## src/rtl/gpio_serial_loader.sv

```systemverilog
// Serial-chain master for a GPIO pad-configuration bank: stores one config word per pad and shifts the
// whole bank out on start, then pulses serial_load. Define GPIO_LOADER_READBACK_EN to add chain readback.
module gpio_serial_loader #(
  parameter int                       NUM_PADS      = 14,
  parameter int                       PAD_CTRL_BITS = 12,
  parameter logic [PAD_CTRL_BITS-1:0] PAD_DEFAULT   = 12'hC00,
  parameter int                       CLK_DIV       = 4
) (
  input  logic                        mclk,
  input  logic                        reset,
  input  logic                        cfg_wr_en,
  input  logic [$clog2(NUM_PADS)-1:0] cfg_wr_addr,
  input  logic [PAD_CTRL_BITS-1:0]    cfg_wr_data,
  input  logic [$clog2(NUM_PADS)-1:0] cfg_rd_addr,
  output logic [PAD_CTRL_BITS-1:0]    cfg_rd_data,
`ifdef GPIO_LOADER_READBACK_EN
  input  logic                        serial_data_ret,
`endif
  input  logic                        start,
  output logic                        busy,
  output logic                        done,
  output logic                        serial_clock,
  output logic                        serial_data,
  output logic                        serial_load
);

  localparam int TB = NUM_PADS * PAD_CTRL_BITS;
  localparam int CW = $clog2(TB + 1);
  localparam int DW = (CLK_DIV > 1) ? $clog2(CLK_DIV) : 1;

  typedef enum logic [2:0] {IDLE, SHIFT_LO, SHIFT_HI, LOAD, DONE} state_t;

  state_t                   state;
  logic [DW-1:0]            div;
  logic [CW-1:0]            bit_cnt;
  logic [PAD_CTRL_BITS-1:0] words [NUM_PADS];
  logic [TB-1:0]            flat;
  logic                     wr_ok;
  logic                     first_bit;
  logic                     div_end;

  // Sent bit k is flat[TB-1-k]: pad NUM_PADS-1 MSB first, pad 0 bit 0 last.
  function automatic logic bit_at(input logic [TB-1:0] v, input logic [CW-1:0] cnt);
    int idx;
    idx = TB - 1 - int'(cnt);
    if (idx < 0) return 1'b0;
    return v[idx];
  endfunction

  always_comb begin
    flat = '0;
    for (int p = 0; p < NUM_PADS; p++) flat[p*PAD_CTRL_BITS +: PAD_CTRL_BITS] = words[p];
  end

  assign wr_ok   = cfg_wr_en && !busy && (int'(cfg_wr_addr) < NUM_PADS);
  assign div_end = (div == DW'(CLK_DIV - 1));

  // A write landing in the same cycle as start must already feed the first bit.
  assign first_bit = (wr_ok && int'(cfg_wr_addr) == NUM_PADS - 1) ? cfg_wr_data[PAD_CTRL_BITS-1]
                                                                   : flat[TB-1];

  always_ff @(posedge mclk) begin
    if (reset) begin
      for (int p = 0; p < NUM_PADS; p++) words[p] <= PAD_DEFAULT;
    end else if (wr_ok) begin
      words[cfg_wr_addr] <= cfg_wr_data;
    end
  end

  always_ff @(posedge mclk) begin
    if (reset) begin
      state        <= IDLE;
      busy         <= 1'b0;
      done         <= 1'b0;
      serial_clock <= 1'b0;
      serial_data  <= 1'b0;
      serial_load  <= 1'b0;
      div          <= '0;
      bit_cnt      <= '0;
    end else begin
      case (state)
        IDLE: begin
          done <= 1'b0;
          busy <= 1'b0;
          if (start && !busy) begin
            state       <= SHIFT_LO;
            busy        <= 1'b1;
            div         <= '0;
            bit_cnt     <= '0;
            serial_data <= first_bit;
          end
        end
        SHIFT_LO: begin
          if (div_end) begin
            div          <= '0;
            state        <= SHIFT_HI;
            serial_clock <= 1'b1;
          end else begin
            div <= div + 1'b1;
          end
        end
        SHIFT_HI: begin
          if (div_end) begin
            div          <= '0;
            bit_cnt      <= bit_cnt + 1'b1;
            serial_clock <= 1'b0;
            if (bit_cnt == CW'(TB - 1)) begin
              state       <= LOAD;
              serial_load <= 1'b1;
              serial_data <= 1'b0;
            end else begin
              state       <= SHIFT_LO;
              serial_data <= bit_at(flat, bit_cnt + 1'b1);
            end
          end else begin
            div <= div + 1'b1;
          end
        end
        LOAD: begin
          if (div_end) begin
            div         <= '0;
            state       <= DONE;
            serial_load <= 1'b0;
          end else begin
            div <= div + 1'b1;
          end
        end
        DONE: begin
          done  <= 1'b1;
          state <= IDLE;
        end
        default: state <= IDLE;
      endcase
    end
  end

`ifdef GPIO_LOADER_READBACK_EN
  logic [TB-1:0] cap_shift;
  logic [TB-1:0] cap;

  // Sampled on the mclk edge that raises serial_clock, before the chain shifts.
  always_ff @(posedge mclk) begin
    if (state == SHIFT_LO && div_end) cap_shift <= {cap_shift[TB-2:0], serial_data_ret};
  end

  // Committed only when the bank completes, so an aborted transfer leaves cap untouched.
  always_ff @(posedge mclk) begin
    if (reset) cap <= '0;
    else if (state == LOAD && div_end) cap <= cap_shift;
  end

  always_comb begin
    cfg_rd_data = '0;
    if (int'(cfg_rd_addr) < NUM_PADS) cfg_rd_data = cap[int'(cfg_rd_addr)*PAD_CTRL_BITS +: PAD_CTRL_BITS];
  end
`else
  always_comb begin
    cfg_rd_data = '0;
    if (int'(cfg_rd_addr) < NUM_PADS) cfg_rd_data = words[cfg_rd_addr];
  end
`endif

endmodule

```

## config.mk

```make
export PLATFORM = sky130hd
export DESIGN_NAME = gpio_serial_loader
export DESIGN_NICKNAME = d
export VERILOG_FILES = /design/src/rtl/gpio_serial_loader.sv
export SDC_FILE = /design/constraint.sdc
export NUM_CORES = 1
export LEC_CHECK = 0
export CORE_MARGIN = 2
export CORE_UTILIZATION = 55
export DETAILED_ROUTE_END_ITERATION = 16
export PLACE_DENSITY_LB_ADDON = 0.2
export SLEW_MARGIN = 30
export SYNTH_ARGS = -nofsm -noshare
export SYNTH_HDL_FRONTEND = slang
export SYNTH_SLANG_ARGS = --single-unit
```

## constraint.sdc

```tcl
create_clock -name mclk -period 2.95 [get_ports mclk]
set_input_delay 0.4425 -clock mclk [delete_from_list [all_inputs] [get_ports mclk]]
set_output_delay 0.4425 -clock mclk [all_outputs]
set_load 0.02 [all_outputs]
```

==> results of run 1 <==
[stage by stage]
step / std cells / TNS (ps) / hold WS, ps / cell area [um^2] / util, %
floorplan: 794 / 0 / 461 / 10300 / -
global placement: 1057 / -1000 / 455 / 11200 / 60.6
detailed placement: 1057 / -1090 / 463 / 11200 / 60.6
CTS: 1089 / 0 / 478 / 11800 / 63.5
global route: 1092 / 0 / 507 / 11800 / 63.8
finish: 1092 / -4.54 / 481 / 11800 / 63.8
[layout by cell type (no fill, tap or decap), drive strengths merged, types with 18 or more instances in the layout]
| cell type | n |
|---|---|
| edfxtp | 168 |
| and2 | 141 |
| mux4 | 74 |
| buf | 61 |
| nor2 | 45 |
| mux2i | 43 |
| nand2 | 38 |
| clkdlybuf4s50 | 27 |
| o21ai | 25 |
| a21oi | 24 |
| or3 | 22 |
| inv | 21 |
| dfxtp | 18 |
| clkbuf | 18 |
[state kept, by name, summed over array words and instances, names as in the netlist]
register / count
bit_cnt: 8
busy: 1
div: 2
done: 1
serial_clock: 1
serial_data: 1
serial_load: 1
state: 3
words: 168
[power by group through the flow]
stage / sequential (uW) / clock [uW] / combinational, uW
after floorplan: 3030 / 0 / 305
after global placement: 3060 / 0 / 534
after detailed placement: 3070 / 0 / 541
after CTS: 3010 / 2250 / 531
after global routing: 3020 / 2350 / 567
final: 3010 / 2240 / 537
[repair_timing]
| item | 4_1_cts | 5_1_grt |
|---|---|---|
| setup endpoints to repair | 12 | 2 |
| pin swaps | 0 | 1 |
| endpoints found under the hold margin | 0 | 0 |
| gates resized for setup | 13 | 3 |
| buffers inserted | 0 | 3 |
[cell type report]
cell class | count | share of cell area (%)
clock inverters | 14 | 1.14
clock buffers | 18 | 3.63
well taps | 234 | 2.48
inverters | 13 | 0.413
multi-input cells | 527 | 38.7
repair buffers | 100 | 7.91
flip-flops and latches | 186 | 45.8
[worst reg2reg max path, stage by stage, from the launching register on]
cell and delay, ps:
dfxtp_2 350, ha_2 420, buf_4 210, buf_4 260, mux4_2 520, a211oi_1 230, a21oi_1 90, o2111ai_1 200
nand4_1 200, and3_1 220
[cell families (layout without fill, tap and decap cells)]
group | Yosys count | after routing | share of synthesized area (%)
and+or+nand+nor | 318 | 318 | 17.3
DFF | 186 | 186 | 52.5
muxes | 119 | 119 | 20.9
buffers and inverters | 81 | 145 | 3.32
AOI/OAI and AO/OA | 80 | 80 | 4.65
xor gates and xnor gates | 7 | 7 | 0.936
adders and majority gates | 3 | 3 | 0.365
[worst max-delay path by stage]
| stage | cells past startpoint | start | slack, ps | to |
|---|---|---|---|---|
| after floorplan | 9 | bit_cnt[2] | 100 | serial_data |
| after global placement | 7 | cfg_rd_addr[1] | -170 | cfg_rd_data[7] |
| after detailed placement | 7 | cfg_rd_addr[1] | -180 | cfg_rd_data[7] |
| after CTS | 7 | cfg_rd_addr[1] | 40 | cfg_rd_data[7] |
| after global routing | 7 | cfg_rd_addr[1] | 20 | cfg_rd_data[7] |
| final | 7 | cfg_rd_addr[1] | -5 | cfg_rd_data[7] |
[per-layer routing]
metal	global-route usage [%]	routed length, um	share of wire [%]
met1	41.0	11600	41
met2	47.4	13500	47
met3	6.73	2460	8.6
met4	10.8	978	3.4
met5	0	0	0
==> impl_metrics.py, run 1 <==
metrics = {
    "outcome": {
        "run_status": "complete, but fails checks",
        "violations": "negative setup slack",
    },
    "pwr": {
        "p_comb_share_pct": 9.3,
        "p_leak_uw": 0.00418,
        "p_total_uw": 5790,
        "peakVddDrop_mv": 0.399,
        "power_density_mw_per_mm2": 490,
        "intPower_uw": 4360,
        "p_clk_share_pct": 38.7,
        "p_sw_uw": 1430,
        "switching_share_pct": 24.7,
        "seqPwrFrac_pct": 52.0,
    },
    "sta": {
        "timing_hold_violations_final": 0,
        "final.setup.worst_slack_ps": -4.54,
        "fin_crit_sh_pct": 100,
        "finalMaxSlewViolations": 0,
        "finClkSkew_ps": 22.4,
        "rsz0062_at_grt": "false",
        "finalCriticalPeriod_ps": 2950,
        "slew_headroom_pct": 38.8,
        "final-setup-viol-count": 1,
        "fmax_mhz": 338,
        "worstMarginPinSlew_ps": 915,
    },
    "run": {
        "drv_cap": 0,
    },
    "global_routing": {
        "grt_use_total_pct": 29.9,
        "grt-ovfl-total": 0,
        "grt_antenna_before_repair": 0,
        "grt_pass1_wl_um": 43300,
        "grt_max_degree": 33,
        "grt_pass1_vias": 7102,
    },
    "logic_synthesis": {
        "synth_top_area_share_pct": 49.0,
        "yosysSeqAreaShare_pct": 52.5,
        "yosys.cell_types.count": 51,
        "syn-num-nets": 821,
        "yosys-top-cells-count": "edfxtp_1 (168), and2_1 (141), mux4_2 (65)",
        "ys_ff_latch": 186,
        "yosysMostFrequentCell": "edfxtp_1",
        "async_flop_share_pct": 0,
        "avgSynthCellArea_um2": 13.0,
        "synth_area_leader_cell": "edfxtp_1",
        "synth_area_mm2": 0.0103,
        "synth_cells": 794,
        "synth_edf_count": 168,
        "yosys_warnings": 0,
        "ys_top_cells_by_area": "edfxtp_1 (49%), mux4_2 (14%), and2_1 (8.6%)",
        "ys.flop_type": "edfxtp_1",
    },
    "clock_tree": {
        "cts.sinks": 186,
        "cts_tree": "done",
        "clock_latency_ps": 440,
        "cts_htree_levels": 4,
        "ctsHoldBuffers": 0,
        "numCtsBuffers": 17,
        "clk_path_buf_depth": 2,
        "root_buffer": "clkbuf_16",
        "cts.clk_slew.worst_paths_ps": 90,
    },
    "critical_path": {
        "slowest_stage": "clkdlybuf4s50_1",
        "critPathMaxFanout": 23,
        "timing.rr.start": "bit_cnt[0]",
        "r2r-end": "serial_data",
        "required_ps": 2510,
        "cp-start-kind": "input port",
        "path_delay_family": "buffers and inverters",
        "cp_num_buf_inv": 4,
        "cp.arrival_ps": 2510,
        "cp_slowest_stage_delay_ps": 590,
        "end_kind": "primary output",
        "critical_path.cell_chain": "clkdlybuf4s50_1 > buf_12 > buf_12 > mux4_2 > mux2i_1 > o21ai_0 > clkdlybuf4s15_1",
        "crit_type": "input port to primary output",
        "crit_top_cell": "buf_12",
        "rr_worst_depth": 9,
        "regToRegSetupSlack_ps": 150,
    },
    "finish": {
        "area_growth_pct": 14.8,
        "multi_input_area_mm2": 0.00457,
        "fillers": 1364,
        "regArea_mm2": 0.00541,
        "nets": 872,
        "layout-drive-gt1-share_pct": 20.6,
        "antennaDiodeCount": 0,
    },
    "routing": {
        "postRouteWirelength_um": 28600,
        "vias": 7100,
        "viasPerCell": 6.50,
        "firstDrtPassIters": 5,
        "drc_errors": 0,
        "ant_nets": 0,
        "drt_iter0_markers": 855,
        "wl_per_cell_um": 26.1,
    },
    "place": {
        "io_buffers": 40,
        "gp_congestion": 1.04,
        "place_ws_ps": -184,
        "hpwl_um": 20900,
    },
    "floorplan": {
        "row_count": 50,
        "initial_core_util_pct": 55.6,
        "ios": 41,
        "coreArea_mm2": 0.0185,
        "fp.dieH_um": 141,
        "die-area_mm2": 0.0198,
        "die_x_um": 141,
    },
    "min_path": {
        "hold_end": "serial_clock",
        "worstHoldStart": "serial_clock",
        "hold_class": "flip-flop to flip-flop",
        "hold-path-cell-count": 2,
    },
}
Power figures use the tool's default switching activity.
==> inputs of run 2 (changes only) <==
Settings changed: SLEW_MARGIN 30 to 20.
==> results of run 2 <==
No change in the layout: final DEF, timing and power equal those of run 1.
